[config.mk]
export PLATFORM = sky130hd
export DESIGN_NAME = serial_to_parallel_rx
export DESIGN_NICKNAME = d
export VERILOG_FILES = /design/src/rtl/serial_to_parallel_rx.sv
export SDC_FILE = /design/constraint.sdc
export NUM_CORES = 1
export LEC_CHECK = 0
export BUFFER_PORTS_ARGS = -buffer_cell sky130_fd_sc_hd__buf_2
export CAP_MARGIN = 20
export CORE_AREA = 2 2 57 59
export DETAILED_ROUTE_END_ITERATION = 12
export DIE_AREA = 0 0 59 61
export PLACE_DENSITY_LB_ADDON = 0.3
export SLEW_MARGIN = 0
export SYNTH_ARGS = -nofsm -noshare
export SYNTH_HDL_FRONTEND = slang
export SYNTH_SLANG_ARGS = --single-unit
[constraint.sdc]
create_clock -name clk -period 1.43 [get_ports clk]
set_input_delay 0.286 -clock clk [delete_from_list [all_inputs] [get_ports clk]]
set_output_delay 0.286 -clock clk [all_outputs]
set_load 0.01 [all_outputs]
[src/rtl/serial_to_parallel_rx.sv]
`default_nettype none
// ============================================================================
//  Module   : serial_to_parallel_rx
//  Purpose  : Receives an LSB-first serial stream in which every bit is held
//             KEEP clock cycles inside a contiguous valid window, reassembles
//             DATAWIDTH-bit words and offers them on a ready/valid port backed
//             by a single holding register. Flags truncated frames and words
//             lost because the holding register was still full.
//  Options  : `define MAJORITY_VOTE_EN  -> each bit is decided by a ones-count
//             over its whole KEEP-cycle period (ties resolve to 0) instead of a
//             single mid-bit sample. Latency is identical in both builds.
//  Ports    : clk              system clock, all state on rising edge
//             rst              asynchronous active-high reset
//             i_SerialIn       serial data bit, LSB first
//             i_SerialInValid  high for the DATAWIDTH*KEEP cycles of a frame
//             o_DataOut        assembled word
//             o_DataOutValid   o_DataOut holds an unconsumed word
//             i_DataOutReady   consumer takes the word on valid & ready
//             o_FrameErr       one-cycle pulse: frame aborted early
//             o_Overrun        one-cycle pulse: completed word dropped
//  Revision : 1.0  initial release
// ============================================================================
module serial_to_parallel_rx #(
    parameter int DATAWIDTH = 8,
    parameter int KEEP      = 3
) (
    input  logic                 clk,
    input  logic                 rst,
    input  logic                 i_SerialIn,
    input  logic                 i_SerialInValid,
    output logic [DATAWIDTH-1:0] o_DataOut,
    output logic                 o_DataOutValid,
    input  logic                 i_DataOutReady,
    output logic                 o_FrameErr,
    output logic                 o_Overrun
);

    localparam int c_KEEP_W = $clog2(KEEP) + 1;
    localparam int c_BIT_W  = $clog2(DATAWIDTH) + 1;
    localparam int c_IDX_W  = $clog2(DATAWIDTH);

    localparam logic [c_KEEP_W-1:0] c_KEEP_LAST = c_KEEP_W'(KEEP - 1);
    localparam logic [c_BIT_W-1:0]  c_BIT_LAST  = c_BIT_W'(DATAWIDTH - 1);

    typedef enum logic [1:0] {
        S_IDLE  = 2'd0,
        S_SHIFT = 2'd1,
        S_GAP   = 2'd2
    } state_t;

    state_t                 r_state;
    state_t                 w_state_nxt;

    logic [c_KEEP_W-1:0]    r_keep_cnt;
    logic [c_BIT_W-1:0]     r_bit_cnt;
    logic [DATAWIDTH-1:0]   r_shift;
    logic [DATAWIDTH-1:0]   r_data_out;
    logic                   r_data_valid;
    logic                   r_frame_err;
    logic                   r_overrun;

    logic                   w_active;     // this cycle carries a frame bit
    logic                   w_abort;      // valid dropped mid-frame
    logic                   w_bit_end;    // last cycle of a bit period
    logic                   w_complete;   // last cycle of the whole frame
    logic                   w_bit_wr;     // write the decided bit this cycle
    logic                   w_bit_val;
    logic [DATAWIDTH-1:0]   w_word;       // shift register incl. this cycle's bit

    // ------------------------------------------------------------------
    // FSM: state register
    // ------------------------------------------------------------------
    always_ff @(posedge clk or posedge rst) begin
        if (rst) begin
            r_state <= S_IDLE;
        end else begin
            r_state <= w_state_nxt;
        end
    end

    // ------------------------------------------------------------------
    // FSM: next state and per-cycle control strobes.
    // The first valid cycle seen in S_IDLE is already cycle 0 of bit 0, so
    // it is processed as an active cycle with the (cleared) counters.
    // ------------------------------------------------------------------
    always_comb begin
        w_state_nxt = r_state;
        w_active    = 1'b0;
        w_abort     = 1'b0;
        case (r_state)
            S_IDLE: begin
                if (i_SerialInValid) begin
                    w_active    = 1'b1;
                    w_state_nxt = S_SHIFT;
                end
            end
            S_SHIFT: begin
                if (i_SerialInValid) begin
                    w_active = 1'b1;
                end else begin
                    w_abort     = 1'b1;
                    w_state_nxt = S_IDLE;
                end
            end
            S_GAP: begin
                if (!i_SerialInValid) begin
                    w_state_nxt = S_IDLE;
                end
            end
            default: w_state_nxt = S_IDLE;
        endcase
        w_bit_end  = w_active && (r_keep_cnt == c_KEEP_LAST);
        w_complete = w_bit_end && (r_bit_cnt == c_BIT_LAST);
        if (w_complete) begin
            w_state_nxt = S_GAP;
        end
    end

    // ------------------------------------------------------------------
    // Bit decision
    // ------------------------------------------------------------------
`ifdef MAJORITY_VOTE_EN
    logic [c_KEEP_W-1:0] r_ones;
    logic [c_KEEP_W:0]   w_ones_total;   // ones seen so far including this cycle

    assign w_ones_total = {1'b0, r_ones} + (c_KEEP_W + 1)'(i_SerialIn);
    assign w_bit_wr     = w_bit_end;
    // Strict majority: 2*ones > KEEP, so an even-KEEP tie decides 0.
    assign w_bit_val    = ({w_ones_total, 1'b0} > (c_KEEP_W + 2)'(KEEP));

    always_ff @(posedge clk or posedge rst) begin
        if (rst) begin
            r_ones <= '0;
        end else if (w_abort || w_bit_end) begin
            r_ones <= '0;
        end else if (w_active) begin
            r_ones <= r_ones + c_KEEP_W'(i_SerialIn);
        end
    end
`else
    localparam logic [c_KEEP_W-1:0] c_SAMPLE = c_KEEP_W'(KEEP / 2);

    assign w_bit_wr  = w_active && (r_keep_cnt == c_SAMPLE);
    assign w_bit_val = i_SerialIn;
`endif

    always_comb begin
        w_word = r_shift;
        if (w_bit_wr) begin
            w_word[r_bit_cnt[c_IDX_W-1:0]] = w_bit_val;
        end
    end

    // ------------------------------------------------------------------
    // Counters, shift register and output holding register
    // ------------------------------------------------------------------
    always_ff @(posedge clk or posedge rst) begin
        if (rst) begin
            r_keep_cnt   <= '0;
            r_bit_cnt    <= '0;
            r_shift      <= '0;
            r_data_out   <= '0;
            r_data_valid <= 1'b0;
            r_frame_err  <= 1'b0;
            r_overrun    <= 1'b0;
        end else begin
            r_frame_err <= w_abort;
            r_overrun   <= 1'b0;

            if (w_abort || w_complete) begin
                r_keep_cnt <= '0;
                r_bit_cnt  <= '0;
                r_shift    <= '0;
            end else if (w_active) begin
                r_shift <= w_word;
                if (w_bit_end) begin
                    r_keep_cnt <= '0;
                    r_bit_cnt  <= r_bit_cnt + 1'b1;
                end else begin
                    r_keep_cnt <= r_keep_cnt + 1'b1;
                end
            end

            // A completion may replace the held word only if it is empty or
            // being consumed on this very edge; otherwise the new word is lost.
            if (w_complete) begin
                if (!r_data_valid || i_DataOutReady) begin
                    r_data_out   <= w_word;
                    r_data_valid <= 1'b1;
                end else begin
                    r_overrun <= 1'b1;
                end
            end else if (r_data_valid && i_DataOutReady) begin
                r_data_valid <= 1'b0;
            end
        end
    end

    assign o_DataOut      = r_data_out;
    assign o_DataOutValid = r_data_valid;
    assign o_FrameErr     = r_frame_err;
    assign o_Overrun      = r_overrun;

endmodule
`default_nettype wire
==> results of run 1 <==
report_power, final:
part	leakage [nW]	switching [mW]	internal, mW
combinational	0.450	0.528	0.527
clock	0.0138	0.230	0.0992
sequential	0.379	0.0831	0.900
total	0.843	0.841	1.53
repair_timing:
item	CTS	global route
endpoints found under the hold margin	28	0
buffers inserted	0	4
pin swaps	11	10
hold buffers	1	0
gates cloned	1	0
resized for setup	16	18
setup endpoints to repair	20	24
layout by cell type (no fill, tap or decap), drive strengths merged, types with 3 or more instances in the layout:
master	synthesis	final
mux2i	10	10
o21ai	17	17
nand2	23	23
nor2	11	11
nand3	4	5
a21oi	4	4
nor3	3	3
inv	5	5
buf	7	40
ha	6	6
clkbuf	1	3
dfrtp	28	28
o22ai	3	3
worst register-to-register path, cell delays in order (launching register included):
cell and delay, ns:
dfrtp_1 0.42, inv_2 0.07, ha_4 0.13, nand4bb_4 0.18
nor4b_4 0.28, mux2i_1 0.27, o21ai_1 0.09
through the flow:
stage	worst slack, ns	std cells	hold WS [ns]	util	cell area (um2)
2_1_floorplan	-0.0567	143	0.351	-	1500
3_3_place_gp	-0.0618	204	0.362	0.586	1730
3_5_place_dp	-0.108	204	0.370	0.586	1730
4_1_cts	-0.112	209	0.274	0.621	1830
5_1_grt	-0.207	213	0.294	0.655	1930
6_report	-0.110	213	0.280	0.655	1930
path summary, 6_finish.rpt:
kind                               start      endpoint  cells after the start  slack [ns]
max                        r_keep_cnt[1]    r_shift[1]                      6       -0.11
min                           i_SerialIn    r_shift[7]                      3        0.28
max reg2reg                r_keep_cnt[1]    r_shift[1]                      6       -0.11
max in group asynchronous            rst  r_bit_cnt[2]                      4        0.60
min reg2reg                 o_DataOut[1]  o_DataOut[1]                      2        0.50
min in group asynchronous            rst    r_shift[0]                      4        0.54
registers in the layout, indices dropped and copies added (netlist names):
| register | count |
|---|---|
| o_DataOut | 8 |
| r_shift | 8 |
| r_bit_cnt | 4 |
| r_keep_cnt | 3 |
| r_state | 2 |
| o_DataOutValid | 1 |
| o_FrameErr | 1 |
| o_Overrun | 1 |
routing by layer:
layer | global-route usage | routed length (um) | up-vias
met1 | 0.257 | 1490 | 585
met2 | 0.333 | 1670 | 30
met4 | 0.0844 | 57 | 0
met3 | 0.0405 | 114 | 7
li1 | - | - | 573
met5 | 0 | 0 | -
cell usage after synthesis (2+ instances only):
master | number | area, um2
buf_2 | 5 | 25.0
xor2_1 | 2 | 17.5
buf_4 | 2 | 15.0
o21ai_1 | 16 | 80.1
and4bb_1 | 2 | 25.0
nor3_1 | 2 | 10.0
o2bb2ai_1 | 2 | 17.5
dfrtp_1 | 28 | 701
nor2_1 | 10 | 37.5
a21oi_1 | 4 | 20.0
mux2i_1 | 10 | 100
nand4b_1 | 2 | 17.5
nand3_1 | 3 | 15.0
nand2_1 | 23 | 86.3
inv_1 | 5 | 18.8
ha_1 | 6 | 75.1
nand2b_1 | 2 | 12.5
o22ai_1 | 3 | 18.8
cell type report:
cell class / count / area [um2]
Fill cell: 251 / 1020
Multi-Input combinational cell: 103 / 863
Sequential cell: 28 / 704
Timing Repair Buffer: 41 / 284
Tap cell: 33 / 41.3
Clock buffer: 3 / 22.5
Inverter: 5 / 18.8
kinds of logic after synthesis:
group           count (synthesis)  share of synthesized area
simple gates                   57                      0.248
mux                            10                     0.0673
fa+ha+maj                       6                     0.0505
flops                          28                      0.471
compound gates                 27                      0.108
xor+xnor                        2                     0.0118
buf+inv                        13                     0.0429
==> impl_metrics.json, run 1 <==
{
  "final_nets": 193,
  "grt_pass1_wl_mm": 5.29,
  "cts_root_buffer": "clkbuf_4",
  "period_needed_ns": 1.54,
  "yosysWarnings": 0,
  "synth_edf_count": 0,
  "ys_types": 34,
  "drive_gt1_frac": 0.422,
  "power_mw": 2.37,
  "drc": 0,
  "crit_buf_inv": 1,
  "hold_violations": 0,
  "irDropWorstVdd_mv": 0.685,
  "tightest_slew_ns": 0.362,
  "worstPathRequired_ns": 1.67,
  "syn_to_final_growth_pct": 30.1,
  "worst_slack_ns": -0.110,
  "yosysSeqAreaShare": 0.471,
  "max-cap-violations": 0,
  "insertion_delay_ns": 0.33,
  "cts.htree.levels": 1,
  "rsz0062_at_grt": "yes",
  "leakage_nw": 0.843,
  "end_kind": "flop",
  "initial_core_util": 0.503,
  "hpwl_mm": 2.11,
  "timing.final.crit_share": 1.08,
  "synth-main-ff-cell": "dfrtp_1",
  "grt_pass1_vias": 1104,
  "synth-seq-cells": 28,
  "cts_buffers": 3,
  "cts.clk_slew.worst_paths_ns": 0.15,
  "gr-total-overflow": 0,
  "violations": "negative setup slack",
  "numPortBuffers": 15,
  "antenna_found_initial": 0,
  "cts.sinks": 28,
  "finalSetupTns_ns": -0.876,
  "syn_nets": 154,
  "cp_max_fo": 5,
  "async_flop_share": 1.00,
  "fmaxAchievable_mhz": 649,
  "hp-class": "in2reg",
  "grt_usage": 0.201,
  "start_kind": "flop",
  "place_congestion": 0.857,
  "num_vias": 1195,
  "coreArea_mm2": 0.00295,
  "status": "complete, but fails checks",
  "firstDrtPassIters": 4,
  "die_area_mm2": 0.00360,
  "ant_nets": 0,
  "setup_viol": 15,
  "wl_per_cell_um": 15.7,
  "crit_arrival_ns": 1.78,
  "drv_slew": 0,
  "critPathKind": "reg2reg",
  "fp-row-count": 20,
  "drt_iter0_markers": 60,
  "syn_inst": 143,
  "vias_per_cell": 5.61,
  "io_pins": 16,
  "antennaDiodeCount": 0,
  "cp_top_family": "simple AND/OR/NAND/NOR gates",
  "slowest_stage": "dfrtp_1",
  "powerDensity_mw_per_mm2": 1220,
  "cts_tree": "done",
  "slowest_delay_ns": 0.42,
  "grt_max_degree": 29,
  "synthesis.area_mm2": 0.00149,
  "finalWirelength_mm": 3.34,
  "clockBufferDepth": 2,
  "avgSynthCellArea_um2": 10.4,
  "die_h_um": 61,
  "die-width_um": 59,
  "slew-limit-headroom": 0.759,
  "finalClockSkew_ns": 0.00587,
  "worstPathCellList": "inv_2, ha_4, nand4bb_4, nor4b_4, mux2i_1, o21ai_1"
}
(Power assumes the default switching activity.)
==> run 2: changes to the inputs <==
--- a/config.mk
+++ b/config.mk
@@ -5,11 +5,11 @@
 export SDC_FILE = /design/constraint.sdc
 export NUM_CORES = 1
 export LEC_CHECK = 0
-export BUFFER_PORTS_ARGS = -buffer_cell sky130_fd_sc_hd__buf_2
 export CAP_MARGIN = 20
-export CORE_AREA = 2 2 57 59
+export CORE_AREA = 2 2 55 57
 export DETAILED_ROUTE_END_ITERATION = 12
-export DIE_AREA = 0 0 59 61
+export DIE_AREA = 0 0 57 59
+export DONT_BUFFER_PORTS = 1
 export PLACE_DENSITY_LB_ADDON = 0.3
 export SLEW_MARGIN = 0
 export SYNTH_ARGS = -nofsm -noshare
==> impl_metrics.json, run 2 (same netlist as run 1, synthesis figures left out) <==
{
  "status": "complete, but fails checks",
  "antennaDiodeCount": 0,
  "cts.htree.levels": 1,
  "postLayoutCoreUtil": 0.705,
  "crit_arrival_ns": 1.88,
  "gr-total-overflow": 0,
  "irDropWorstVdd_mv": 0.831,
  "cp_top_family": "compound AO/OA/AOI/OAI gates",
  "multi_input_area_um2": 900,
  "min-delay-start": "i_SerialIn",
  "worstPathRequired_ns": 1.66,
  "rsz0062_at_grt": "yes",
  "final_nets": 175,
  "holdWs_ns": 0.0789,
  "die_area_mm2": 0.00336,
  "dpl_worst_slack_ns": -0.115,
  "drive_gt1_frac": 0.417,
  "wl_per_cell_um": 18.3,
  "cts_root_buffer": "clkbuf_4",
  "layout_common_cells": "dfrtp_1 (26), nand2_1 (19), buf_4 (16)",
  "vias_per_cell": 5.84,
  "slowest_stage": "dfrtp_1",
  "grt_pass1_wl_mm": 5.57,
  "initial_core_util": 0.548,
  "grt_pass1_vias": 1146,
  "cts_buffers": 3,
  "r2r-start": "r_keep_cnt[1]",
  "period_needed_ns": 1.65,
  "hold_violations": 0,
  "cts.clk_slew.worst_paths_ns": 0.16,
  "hpwl_mm": 2.13,
  "powerDensity_mw_per_mm2": 1390,
  "hp-class": "in2reg",
  "start_kind": "flop",
  "crit_buf_inv": 3,
  "drt_iter0_markers": 34,
  "die-width_um": 57,
  "antenna_found_initial": 0,
  "ant_nets": 0,
  "fmaxAchievable_mhz": 606,
  "numPortBuffers": 0,
  "fillers": 199,
  "finalClockSkew_ns": 0.00665,
  "cp-startpoint": "r_keep_cnt[1]",
  "worst_slack_ns": -0.220,
  "place_congestion": 0.793,
  "insertion_delay_ns": 0.33,
  "grt_max_degree": 29,
  "crit_top_cell": "buf_4",
  "end_kind": "flop",
  "final_common_cell": "dfrtp_1",
  "leakage_nw": 0.784,
  "finalSetupTns_ns": -2.59,
  "cts_tree": "done",
  "coreArea_mm2": 0.00271,
  "worstPathCellList": "buf_4, buf_6, ha_4, buf_4, nand4bb_4, o21ai_4, o22ai_1, o2bb2ai_1",
  "fp-row-count": 19,
  "cts.sinks": 28,
  "die_h_um": 59,
  "clockBufferDepth": 2,
  "syn_to_final_growth_pct": 28.5,
  "grt_usage": 0.215,
  "violations": "negative setup slack",
  "cp_max_fo": 4,
  "drv_slew": 0,
  "timing.final.crit_share": 1.15,
  "firstDrtPassIters": 4,
  "slew-limit-headroom": 0.716,
  "drc": 0,
  "io_pins": 16,
  "max-cap-violations": 0,
  "seqCellArea_um2": 703,
  "tightest_slew_ns": 0.426,
  "finalWirelength_mm": 3.55,
  "slowest_delay_ns": 0.41,
  "num_vias": 1132,
  "setup_viol": 26,
  "critPathKind": "reg2reg"
}
[run 2: layer usage]
layer | up-vias | track usage | routed length [um]
met4 | 0 | 0.0598 | 16
met3 | 2 | 0.0371 | 152
met5 | - | 0 | 0
li1 | 534 | - | -
met1 | 568 | 0.305 | 1590
met2 | 28 | 0.345 | 1790
[run 2: area by class of cell]
type,count,area share
Multi-Input combinational cell,103,0.471
Sequential cell,28,0.368
Timing Repair Buffer,23,0.103
Tap cell,31,0.0203
Clock inverter,1,0.0157
Clock buffer,3,0.0118
Inverter,5,0.00982
[run 2: worst paths after layout]
path | endpoint | slack (ns) | depth (start not counted)
max in group asynchronous | r_state[1] | 0.72 | 3
worst min register to register | r_shift[0] | 0.50 | 2
worst max-delay path | r_shift[5] | -0.22 | 8
min in group asynchronous | o_DataOut[5] | 0.43 | 3
worst max register to register | r_shift[5] | -0.22 | 8
worst min-delay path | r_shift[7] | 0.08 | 2
[run 2: timing repair]
action | CTS | global route
buffers inserted | 0 | 5
hold buffers | 1 | 0
endpoints found under the hold margin | 28 | 0
endpoints found under the setup margin | 22 | 26
pin swaps | 5 | 9
cloned | 1 | 0
resized for setup | 15 | 31
[run 2: where the power goes]
part	internal, mW	switching [mW]
registers	0.900	0.0905
clock network	0.283	0.245
logic	0.559	0.569
total	1.74	0.904
[run 2: metrics by stage]
step                      std cells  power [mW]  area [um2]
after detailed placement        183        1.77        1620
after global routing            194        2.79        1910
after CTS                       189        2.40        1760
after floorplan                 143        1.52        1500
final                           194        2.65        1910
after global placement          183        1.72        1620
